`src/rtl/id_ex_stage.sv`:
```
// ID/EX pipeline stage for the LEGv8 pipeline feeding the 64-bit ALU.
// Latches the decoded instruction and register-file read data, decodes the
// opcode into ALU function and memory/writeback controls, builds immediates
// and applies EX/MEM and MEM/WB forwarding to the ALU operands and store data.
//
// Ports:
//   CLK, RST            rising-edge clock, synchronous active-high reset
//   STALL, FLUSH        hazard-unit hold / bubble requests
//   ID_VALID, ID_INSTR  instruction presented by decode
//   ID_RD1, ID_RD2      register-file values of Rn and Rm/Rt
//   MEM_FWD_*, WB_FWD_* forwarding sources from EX/MEM and MEM/WB
//   ALU_A, ALU_B        forwarded ALU operands
//   ALU_CTRL            ALU function (0 AND, 1 ORR, 2 ADD, 6 SUB, 7 PASS B)
//   EX_STORE_DATA       forwarded Rt value for STUR
//   EX_RD, EX_VALID     destination register and stage-valid flag
//   EX_REG_WRITE, EX_MEM_READ, EX_MEM_WRITE, EX_BRANCH_Z  stage controls
//   EX_ILLEGAL          one-cycle pulse when a valid undecodable word is dropped
module id_ex_stage #(
  parameter int unsigned XLEN       = 64,
  parameter bit          FWD_ENABLE = 1'b1
) (
  input  logic            CLK,
  input  logic            RST,
  input  logic            STALL,
  input  logic            FLUSH,
  input  logic            ID_VALID,
  input  logic [31:0]     ID_INSTR,
  input  logic [XLEN-1:0] ID_RD1,
  input  logic [XLEN-1:0] ID_RD2,
  input  logic            MEM_FWD_EN,
  input  logic [4:0]      MEM_FWD_REG,
  input  logic [XLEN-1:0] MEM_FWD_DATA,
  input  logic            WB_FWD_EN,
  input  logic [4:0]      WB_FWD_REG,
  input  logic [XLEN-1:0] WB_FWD_DATA,
  output logic [XLEN-1:0] ALU_A,
  output logic [XLEN-1:0] ALU_B,
  output logic [3:0]      ALU_CTRL,
  output logic [XLEN-1:0] EX_STORE_DATA,
  output logic [4:0]      EX_RD,
  output logic            EX_VALID,
  output logic            EX_REG_WRITE,
  output logic            EX_MEM_READ,
  output logic            EX_MEM_WRITE,
  output logic            EX_BRANCH_Z,
  output logic            EX_ILLEGAL
);

  localparam int unsigned REG_W = 5;
  localparam logic [REG_W-1:0] XZR = 5'd31;

  localparam logic [10:0] OP_ADD  = 11'h458;
  localparam logic [10:0] OP_SUB  = 11'h658;
  localparam logic [10:0] OP_AND  = 11'h450;
  localparam logic [10:0] OP_ORR  = 11'h550;
  localparam logic [10:0] OP_LDUR = 11'h7C2;
  localparam logic [10:0] OP_STUR = 11'h7C0;
  localparam logic [9:0]  OP_ADDI = 10'h244;
  localparam logic [9:0]  OP_SUBI = 10'h344;
  localparam logic [7:0]  OP_CBZ  = 8'hB4;

  localparam logic [3:0] CTRL_AND  = 4'd0;
  localparam logic [3:0] CTRL_ORR  = 4'd1;
  localparam logic [3:0] CTRL_ADD  = 4'd2;
  localparam logic [3:0] CTRL_SUB  = 4'd6;
  localparam logic [3:0] CTRL_PASS = 4'd7;

  // decode outputs
  logic             dec_legal;
  logic [3:0]       dec_ctrl;
  logic             dec_rw, dec_mr, dec_mw, dec_bz, dec_imm_sel;
  logic [XLEN-1:0]  dec_imm;
  logic [REG_W-1:0] dec_src2;

  // stage registers
  logic             valid_q, illegal_q;
  logic [3:0]       ctrl_q;
  logic             rw_q, mr_q, mw_q, bz_q, imm_sel_q;
  logic [XLEN-1:0]  imm_q, rd1_q, rd2_q;
  logic [REG_W-1:0] src1_q, src2_q, rd_q;

  logic [XLEN-1:0]  opa, opb;

  // opcode decode; src2 is Rm for R-type and Rt otherwise
  always_comb begin
    dec_legal   = 1'b1;
    dec_ctrl    = CTRL_ADD;
    dec_rw      = 1'b0;
    dec_mr      = 1'b0;
    dec_mw      = 1'b0;
    dec_bz      = 1'b0;
    dec_imm_sel = 1'b0;
    dec_imm     = '0;
    dec_src2    = ID_INSTR[4:0];
    if (ID_INSTR[31:21] == OP_ADD || ID_INSTR[31:21] == OP_SUB ||
        ID_INSTR[31:21] == OP_AND || ID_INSTR[31:21] == OP_ORR) begin
      dec_rw   = 1'b1;
      dec_src2 = ID_INSTR[20:16];
      case (ID_INSTR[31:21])
        OP_SUB:  dec_ctrl = CTRL_SUB;
        OP_AND:  dec_ctrl = CTRL_AND;
        OP_ORR:  dec_ctrl = CTRL_ORR;
        default: dec_ctrl = CTRL_ADD;
      endcase
    end else if (ID_INSTR[31:22] == OP_ADDI || ID_INSTR[31:22] == OP_SUBI) begin
      dec_rw      = 1'b1;
      dec_imm_sel = 1'b1;
      dec_imm     = {{(XLEN-12){1'b0}}, ID_INSTR[21:10]};
      dec_ctrl    = (ID_INSTR[31:22] == OP_SUBI) ? CTRL_SUB : CTRL_ADD;
    end else if (ID_INSTR[31:21] == OP_LDUR || ID_INSTR[31:21] == OP_STUR) begin
      dec_imm_sel = 1'b1;
      dec_imm     = {{(XLEN-9){ID_INSTR[20]}}, ID_INSTR[20:12]};
      dec_mr      = (ID_INSTR[31:21] == OP_LDUR);
      dec_mw      = (ID_INSTR[31:21] == OP_STUR);
      dec_rw      = (ID_INSTR[31:21] == OP_LDUR);
    end else if (ID_INSTR[31:24] == OP_CBZ) begin
      dec_ctrl = CTRL_PASS;
      dec_bz   = 1'b1;
    end else begin
      dec_legal = 1'b0;
    end
  end

  // stage registers: RST > FLUSH > STALL > load
  always_ff @(posedge CLK) begin
    if (RST) begin
      valid_q   <= 1'b0;
      illegal_q <= 1'b0;
      ctrl_q    <= '0;
      rw_q      <= 1'b0;
      mr_q      <= 1'b0;
      mw_q      <= 1'b0;
      bz_q      <= 1'b0;
      imm_sel_q <= 1'b0;
      imm_q     <= '0;
      rd1_q     <= '0;
      rd2_q     <= '0;
      src1_q    <= '0;
      src2_q    <= '0;
      rd_q      <= '0;
    end else if (FLUSH) begin
      valid_q   <= 1'b0;
      illegal_q <= 1'b0;
      ctrl_q    <= '0;
      rw_q      <= 1'b0;
      mr_q      <= 1'b0;
      mw_q      <= 1'b0;
      bz_q      <= 1'b0;
    end else if (STALL) begin
      // the illegal flag is an event pulse, so it does not survive a hold
      illegal_q <= 1'b0;
    end else begin
      valid_q   <= ID_VALID & dec_legal;
      illegal_q <= ID_VALID & ~dec_legal;
      ctrl_q    <= dec_legal ? dec_ctrl : 4'd0;
      rw_q      <= ID_VALID & dec_legal & dec_rw;
      mr_q      <= ID_VALID & dec_legal & dec_mr;
      mw_q      <= ID_VALID & dec_legal & dec_mw;
      bz_q      <= ID_VALID & dec_legal & dec_bz;
      imm_sel_q <= dec_imm_sel;
      imm_q     <= dec_imm;
      rd1_q     <= ID_RD1;
      rd2_q     <= ID_RD2;
      src1_q    <= ID_INSTR[9:5];
      src2_q    <= dec_src2;
      rd_q      <= ID_INSTR[4:0];
    end
  end

  // XZR reads as zero; MEM result beats WB result when both match
  function automatic logic [XLEN-1:0] fwd_sel(
    input logic [REG_W-1:0] src,
    input logic [XLEN-1:0]  latched,
    input logic             m_en,
    input logic [REG_W-1:0] m_reg,
    input logic [XLEN-1:0]  m_data,
    input logic             w_en,
    input logic [REG_W-1:0] w_reg,
    input logic [XLEN-1:0]  w_data
  );
    if (src == XZR)                                fwd_sel = '0;
    else if (FWD_ENABLE && m_en && (m_reg == src)) fwd_sel = m_data;
    else if (FWD_ENABLE && w_en && (w_reg == src)) fwd_sel = w_data;
    else                                           fwd_sel = latched;
  endfunction

  assign opa = fwd_sel(src1_q, rd1_q, MEM_FWD_EN, MEM_FWD_REG, MEM_FWD_DATA,
                       WB_FWD_EN, WB_FWD_REG, WB_FWD_DATA);
  assign opb = fwd_sel(src2_q, rd2_q, MEM_FWD_EN, MEM_FWD_REG, MEM_FWD_DATA,
                       WB_FWD_EN, WB_FWD_REG, WB_FWD_DATA);

  // everything is gated by valid so a bubble or reset presents all zeros
  assign ALU_A         = valid_q ? opa : '0;
  assign ALU_B         = valid_q ? (imm_sel_q ? imm_q : opb) : '0;
  assign EX_STORE_DATA = valid_q ? opb : '0;
  assign ALU_CTRL      = valid_q ? ctrl_q : 4'd0;
  assign EX_RD         = valid_q ? rd_q : 5'd0;
  assign EX_VALID      = valid_q;
  assign EX_REG_WRITE  = valid_q & rw_q;
  assign EX_MEM_READ   = valid_q & mr_q;
  assign EX_MEM_WRITE  = valid_q & mw_q;
  assign EX_BRANCH_Z   = valid_q & bz_q;
  assign EX_ILLEGAL    = illegal_q;

endmodule

```
`config.mk`:
```
export PLATFORM = sky130hd
export DESIGN_NAME = id_ex_stage
export DESIGN_NICKNAME = d
export VERILOG_FILES = /design/src/rtl/id_ex_stage.sv
export SDC_FILE = /design/constraint.sdc
export NUM_CORES = 1
export LEC_CHECK = 0
export CAP_MARGIN = 20
export CORE_MARGIN = 10
export CORE_UTILIZATION = 25
export CTS_CLUSTER_DIAMETER = 200
export DETAILED_ROUTE_END_ITERATION = 16
export HOLD_SLACK_MARGIN = 0.05
export PLACE_DENSITY = 0.61
export SKIP_LAST_GASP = 1
export SLEW_MARGIN = 30
export SYNTH_ARGS = -nofsm -noshare
export SYNTH_HDL_FRONTEND = slang
export SYNTH_SLANG_ARGS = --single-unit
export TNS_END_PERCENT = 10
```
`constraint.sdc`:
```
create_clock -name CLK -period 3 [get_ports CLK]
set_clock_uncertainty 0.1 [all_clocks]
set_input_delay 0.3 -clock CLK [delete_from_list [all_inputs] [get_ports CLK]]
set_output_delay 0.3 -clock CLK [all_outputs]
set_load 0.005 [all_outputs]
```
* After elaboration in Yosys (flattened, before gate mapping) *
Index checks and enable logic that the tools add are counted.
Widths: inputs -> output; s select.

storage, ports and cells
  register bits after elaboration = 218
  output and inout bits = 207
  input bits = 305

operators by class
  mux-type cells = 41
  bitwise logic cells = 13
  reduce and logical (&&, ||, !) cells = 12
  equality and inequality tests = 15

operator list
  operator              count
  $mux 64               13
  $eq 11x11->1 const B  6
  $eq 10x10->1 const B  2
  $eq 5x5->1            4
  $mux 1                18
  $mux 3                4
  $mux 4                3
  $and 1x1->1           10
  $eq 5x5->1 const B    2
  $mux 5                2
  $pmux 3 s3            1
  $eq 8x8->1 const B    1
  $logic_or 1x1->1      5
  $logic_and 1x1->1     4
  $not 1->1             3
  $reduce_or 3->1       1
  $reduce_and 2->1      1
  $reduce_or 2->1       1

* Logic depth before layout (Yosys ltp) *
Gate-level depths: netlist of the first run.

  depth in word-level cells = 7
  mapped depth = 7
  depth with buffers taken out = 5

* Least setup slack after synthesis of the first run *
OpenSTA, ideal clock, no wires.

  path type = reg-to-output
  start point = register src2_q[3]
  end point = output ALU_B[54]
  arrival time = 1.634 ns
  data required time = 2.600 ns
  stages on the path, launching flop included = 7
  slack = 0.966 ns
  cell sequence = dfxtp_1 > xor2_1 > nor4_4 > nand3_4 > buf_6 > a221oi_2 > o31ai_1

between the ends
  word-level cells in the longest chain between the ends = 7
  elaborated cells on any way between the ends = 10
  those cells by class = eq/ne: 3; mux: 5; reduce/logical: 2

ends and longest elaborated chain
  item                       line  RTL
  start, declared            80    logic [REG_W-1:0] src1_q, src2_q, rd_q;
  start signal, assigned     165   src2_q <= dec_src2;
  $eq 5x5->1                 183   else if (FWD_ENABLE && w_en && (w_reg == src)) fwd_sel = w_data;
  $logic_and 1x1->1          183
  $mux 64                    183
  $mux 64                    182   else if (FWD_ENABLE && m_en && (m_reg == src)) fwd_sel = m_data;
  $mux 64 (*)                181   if (src == XZR) fwd_sel = '0;
  $mux 64 (*) (2 in series)  194   assign ALU_B = valid_q ? (imm_sel_q ? imm_q : opb) : '0;
  end, declared              37    output logic [XLEN-1:0] ALU_B,

Every way passes the cells marked *; elsewhere a longest branch is shown, timed or not.

* Final worst setup path of the first run *
  start point = register src2_q[3]
  end point = output ALU_B[16]

The elaborated chain is that of the path after synthesis.

==> metrics, run 1 <==
outcome complete, but fails checks; violated checks negative setup slack; std cell rows 76; worst slew pin tran between 0.9 and 1 ns; vias per cell roughly 5.0; Die Height ~230 um; Synth async-reset ratio 0; Clk pin slew, worst setup/hold paths ~0.070 ns; CP Class register to primary output; number of global-route vias before repair around 13000; Wirelength per Cell around 22 um; Fin Hold WS about 0.3 ns; Final Setup Violations approximately 170; Final Max Slew Viols 0; setup repair after global routing missed its margin yes; DIE AREA slightly above 50000 um^2; Final Cell Area 18300 um^2; I/O pin count around 510; Critical path buffers and inverters 4; cell taking the most area after synthesis dfxtp_1; Slew HR 0.3725; Post-synth EDFFs 0; Startpoint Class register; Worst Hold Endpoint rd1_q[55]; final RePlAce weighted congestion ~0.89; drt pass-1 iters 5; Placed Cells roughly 2500; Layout Cells excl Fill 2542; Synth Instances 1426; CP required 2.60 ns; Synth area leaders dfxtp_1 31%, nand2_1 11%, a221oi_2 8.2%; Synth top area share 0.3082; Syn Area/Cell 7.562 um^2; drt drc 0; Skew-Pair Late Insertion Delay ~0.45 ns; initial antenna violation count 7; hold_sp ID_RD1[55]; vias 12726; Core ar. around 43000 um^2; clock sinks 166; initial core utilization 0.2514; CTS tree done; Area after DPL between 15000 and 20000 um^2; worst r2r src EX_VALID; # nets final around 2200; Synth cell types 53; flop-to-flop setup slack 1.89 ns; initial DRC count slightly below 900; Final WS setup -0.3055 ns; layout cells sized above 1 0.1369; Hold Path Depth 3; FF+latch count, synth between 150 and 200; PortBufs about 500; final WL 55930 um; global-route wire length before repair around 80000 um; Final min period approximately 3.3 ns; slowest CP cell clkdlybuf4s50_1; CTS root buffer clkbuf_16; worst vdd ir between 0.0003 and 0.0004 V; reg-to-reg endpoint EX_VALID; Worst EP arrival between 2 and 3 ns; crit-path max cell delay roughly 0.5 ns; Fin Setup TNS -31.90 ns; Die W about 230 um; final period utilization 1.102; CP Capture Type primary output; register area share after synthesis 0.3082; top_reg_cell synth dfxtp_1; Post-Syn Nets around 1700; static leakage a little under 7 nW; most common cell after layout, fill and taps aside clkdlybuf4s50_1; Final Hold Fails 0; remaining global-route overflow 0; most frequent cells in the layout 459 x clkdlybuf4s50_1, 311 x nand2_1, 164 x dfxtp_1, 153 x a21oi_1, 145 x nor2_1; fmax between 300 and 400 MHz; Max-Cap Viols 0; Yosys Warn Count 0; Inserted Clock Buffers 17; Top cell by count, worst path buf_12; post-synthesis cell area 10780 um^2; delay-heaviest family, CP buffers and inverters; ANT nets after route 0; Hold Crit Class primary input to register; largest net degree at the start of global routing approximately 130; Max FO, Critical Path 8; Worst R2R Path Depth 3; Tot GR Track Use 0.2042; H-tree depth 4; clk buf depth 2; Power Dens Cells 321.4 nW/um^2; Area growth, synth to finish 69.73%; Final HPWL DP 42010 um; critical-path cell list xor2_2 > nor4_4 > buf_4 > nand3_4 > buf_12 > buf_12 > a221oi_2 > o31ai_2 > clkdlybuf4s50_1
[worst max path at each step]
| stage | from | endpoint | slack, ns | cells past startpoint |
|---|---|---|---|---|
| after floorplan | src2_q[3] | ALU_B[54] | 0.97 | 6 |
| after global placement | WB_FWD_REG[3] | ALU_B[16] | -0.45 | 8 |
| after detailed placement | WB_FWD_REG[3] | ALU_B[16] | -0.47 | 8 |
| after CTS | src2_q[2] | ALU_B[52] | -0.38 | 9 |
| after global routing | src1_q[3] | ALU_A[7] | -0.41 | 11 |
| final | src2_q[3] | ALU_B[16] | -0.31 | 9 |
[cell type report]
cell class	count	area [um^2]
Multi-Input combinational cell	1114	7111
Antenna cell	7	17.52
Clock inverter	9	117.6
Tap cell	585	732.0
Inverter	2	7.507
Clock buffer	23	467.9
Fill cell	4303	24580
Sequential cell	166	3331
Timing Repair Buffer	636	6518
[repair_timing]
action	in CTS	in global routing
hold buffers	1	0
buffers inserted	1	9
endpoints found under the setup margin	192	192
resized for setup	37	111
pin swaps	1	30
gates cloned	3	3
endpoints found under the hold margin	5	0
[report_power, final]
group          switching [W]  leakage (nW)  total (W)  internal [W]
clock network       0.000990         0.275    0.00227       0.00128
logic               0.000570          5.14    0.00124      0.000671
registers          0.0000739          1.36    0.00237       0.00229
total                0.00163          6.77    0.00588       0.00425
[cells in the mapped netlist, types with 23 or more instances]
cell type,instances
a21oi_1,153
nor2_1,148
mux2i_1,70
a211oi_1,71
o21ai_0,27
buf_2,23
clkbuf_1,97
nand2_1,312
nor3_1,55
dfxtp_1,166
a221oi_2,59
and3_1,65
o31ai_1,51
[through the flow]
stage	power, W	setup WS, ns	utilization
after floorplan	0.002888	0.9657	-
after global placement	0.003542	-0.4507	0.3968
after detailed placement	0.003554	-0.4735	0.3968
after CTS	0.005879	-0.3794	0.4148
after global routing	0.006139	-0.4081	0.4266
final	0.005881	-0.3055	0.4267
[logic make-up after synthesis]
kind of cell           count (synthesis)  share of synthesized area
AO/OA/AOI/OAI                        400                     0.2778
multiplexers                          70                    0.06498
AND/OR/NAND/NOR                      623                     0.2549
buffers and inverters                146                    0.07751
flip-flops                           166                     0.3082
other                                  1                  0.0003478
XOR/XNOR                              20                    0.01625
[flip-flops by register name, indices dropped and copies added (netlist names)]
name / flops
rd1_q: 64
ctrl_q: 3
rd_q: 5
EX_ILLEGAL: 1
mw_q: 1
rw_q: 1
EX_VALID: 1
bz_q: 1
mr_q: 1
rd2_q: 64
imm_sel_q: 1
src1_q: 5
imm_q: 13
src2_q: 5
[per-layer routing]
| layer | up-vias | track usage | routed length (um) |
|---|---|---|---|
| met4 | 0 | 0.08169 | 1628 |
| met1 | 6013 | 0.2373 | 22480 |
| met5 | - | 0 | 0 |
| met2 | 516 | 0.3452 | 27330 |
| li1 | 6124 | - | - |
| met3 | 73 | 0.06120 | 4493 |
[worst min-delay path, stage by stage]
cell and delay, ns:
clkdlybuf4s50_1 0.39, nand2_1 0.06, a21oi_1 0.05
Note: power is estimated with default switching activity, not from simulation.
==> run 2: changes to the inputs <==
--- a/config.mk
+++ b/config.mk
@@ -6,6 +6,7 @@
 export NUM_CORES = 1
 export LEC_CHECK = 0
 export CAP_MARGIN = 20
+export CORE_ASPECT_RATIO = 1.4
 export CORE_MARGIN = 10
 export CORE_UTILIZATION = 25
 export CTS_CLUSTER_DIAMETER = 200
==> run 2 against run 1 <==
  * The run still ends with negative setup slack left
  * Total power is 0.90% higher
  * Worst setup slack better by 0.040 ns
  * Global-route usage grew 1.1 points
  * Final area increased by 1.9%
  * Final cell count grew 0.59%
  * Count of clock-buffer cells in the layout is 1 lower
  * Maximum frequency grew 1.2%
  * Clock power about the same
  * Hold slack improved by 0.0097 ns
  * Flip-flop and latch count is the same
  * Critical endpoint is now EX_STORE_DATA[18]
==> metrics, run 2 (synthesized netlist as in run 1, its figures left out) <==
layout cells sized above 1 0.1519 (+0.01499); Slew HR 0.3654 (-0.007041); Fin Hold WS 0.3039 ns (+0.009729 ns); Max-Cap Viols 0 (unchanged); number of global-route vias before repair 13327 (+4.9%); Critical path buffers and inverters 4 (unchanged); Final Hold Fails 0 (unchanged); Hold Path Depth 3 (unchanged); slowest CP cell clkdlybuf4s50_1; Worst Hold Endpoint rd2_q[10]; clk buf depth 2 (unchanged); Worst R2R Path Depth 3 (unchanged); Startpoint Class register; CTS tree done; ANT nets after route 0 (unchanged); vias per cell 5.082 (+1.5%); Logic pwr share 0.215 (+0.004); CP required 2.60 ns (about the same); hold_sp ID_RD2[10]; Max FO, Critical Path 5 (-3); # nets final 2282 (+1.8%); CP Class register to primary output; Sequential Power Share 0.399 (-0.004); drt drc 0 (unchanged); Top cell by count, worst path buf_4; clock sinks 166 (unchanged); Placed Cells 2481 (-0.20%); final WL 59840 um (+7.0%); Tot Pwr 0.005934 W (+0.90%); Final WS setup -0.2655 ns (+0.03998 ns); Final Max Slew Viols 0 (unchanged); Clk pin slew, worst setup/hold paths 0.07 ns (about the same); Wirelength per Cell 23.40 um (+6.4%); critical-path cell list xor2_1 > nor4_4 > buf_4 > nand3_4 > buf_12 > buf_4 > a221oi_4 > nor3_1 > clkdlybuf4s50_1; final RePlAce weighted congestion 0.9323 (+5.0%); crit-path max cell delay 0.47 ns (-0.04 ns); final period utilization 1.089 (-0.01333); switch share 0.2707 (-0.007238); Skew-Pair Late Insertion Delay 0.44 ns (about the same); Area growth, synth to finish 72.97%; worst r2r src EX_VALID; initial antenna violation count 16 (+9); most frequent cells in the layout 441 x clkdlybuf4s50_1, 311 x nand2_1, 163 x dfxtp_1, 153 x a21oi_1, 145 x nor2_1; Power Internal 0.004328 W (+1.9%); Power Dens Cells 318.2 nW/um^2 (-0.99%); H-tree depth 4 (unchanged); Layout Cells excl Fill 2557 (+0.59%); Final min period 3.266 ns (-0.03998 ns); Final HPWL DP 45160 um (+7.5%); drt pass-1 iters 7 (+2); clock share of power 0.386 (about the same); Die W 195.5 um (-14%); most common cell after layout, fill and taps aside clkdlybuf4s50_1; I/O pin count 512 (unchanged); CTS root buffer clkbuf_16; worst slew pin tran 0.9518 ns (+0.01056 ns); Hold Crit Class primary input to register; Inserted Clock Buffers 17 (unchanged); setup repair after global routing missed its margin yes; PortBufs 510 (unchanged); remaining global-route overflow 0 (unchanged); Core ar. 42900 um^2 (about the same); worst vdd ir 0.0004007 V (+29%); delay-heaviest family, CP buffers and inverters; fmax 306.2 MHz (+1.2%); CP Capture Type primary output; Tot GR Track Use 0.2151 (+0.01088); Util after Layout 0.4347 (+0.007991); violated checks negative setup slack; Area after DPL 17170 um^2 (+0.86%); Worst EP arrival 2.87 ns (-0.04 ns); DIE AREA 51960 um^2 (+0.23%); std cell rows 90 (+18%); flop-to-flop setup slack 1.99 ns (+0.10 ns); reg-to-reg endpoint EX_VALID; global-route wire length before repair 86330 um (+7.6%); static leakage 7.101 nW (+4.9%); Final Cell Area 18650 um^2 (+1.9%); vias 12994 (+2.1%); outcome complete, but fails checks; Largest regs rd1_q x64, rd2_q x64, imm_q x13; initial DRC count 813 (-7.7%); largest net degree at the start of global routing 151 (+21%); initial core utilization 0.2513 (about the same); Die Height 265.7 um (+17%); Final Setup Violations 162 (-3.6%); net switching power figure 0.001606 W (-1.7%)
==> run 2: cell count changes in the layout (fill, tap and decap cells not counted), sizes merged <==
cell,change
dlygate4sd2,+36
buf,+26
clkdlybuf4s50,-18
diode,+10
clkbuf,-6
clkinv,+3
inv,-3
clkdlybuf4s15,+2
clkinvlp,-2
bufinv,+1
dlymetal6s2s,-1
==> run 2: through the flow <==
step | worst slack [ns] | TNS, ns
2_1_floorplan | 0.9657 | 0
3_3_place_gp | -0.3912 | -36.10
3_5_place_dp | -0.3489 | -33.44
4_1_cts | -0.2987 | -40.13
5_1_grt | -0.3786 | -48.44
6_report | -0.2655 | -25.24
==> run 2: per-layer routing <==
layer,wire [um],vias up,GRT usage,share of wire
met5,13,-,0,0.00022
met4,1623,2,0.09409,0.027
met3,3677,71,0.04607,0.061
met2,31150,476,0.3814,0.52
met1,23370,6234,0.2416,0.39
li1,-,6211,-,-
==> run 2: final cells by class <==
cell class,instances,area [um^2]
sequential,166,3329
multi-input combinational,1114,7203
fill,4326,24250
clock inverter,8,125.1
clock buffer,22,464.2
timing repair buffer,676,6789
tap,552,690.7
inverter,2,7.507
antenna,17,42.54
==> run 2: how the worst max path moves through the flow <==
stage                              from                end  depth (start not counted)
after floorplan               src2_q[3]          ALU_B[54]                          6
after global placement    WB_FWD_REG[0]  EX_STORE_DATA[55]                          8
after detailed placement  WB_FWD_REG[1]          ALU_B[16]                          8
after CTS                     src2_q[2]           ALU_B[6]                          9
after global routing          src1_q[1]          ALU_A[49]                          8
final                         src2_q[3]  EX_STORE_DATA[18]                          9
==> run 2: repair_timing <==
action	CTS	global route
hold buffers	1	0
setup buffers	11	14
hold endpoints to repair	6	0
resized for setup	102	44
endpoints found under the setup margin	192	192
pin swaps	17	14
cloned	1	2
==> run 2: power by group through the flow <==
stage               Combinational, W  Sequential, W  Clock [W]
floorplan                   0.000500        0.00239          0
global placement             0.00117        0.00240          0
detailed placement           0.00118        0.00241          0
CTS                          0.00125        0.00236    0.00235
global route                 0.00137        0.00237    0.00243
finish                       0.00128        0.00237    0.00229
==> run 2: tightest hold or removal path: cells and delay by family <==
kind,cells,cell delay (ns)
buf+inv,1,0.39
simple gates,1,0.06
compound gates,1,0.05
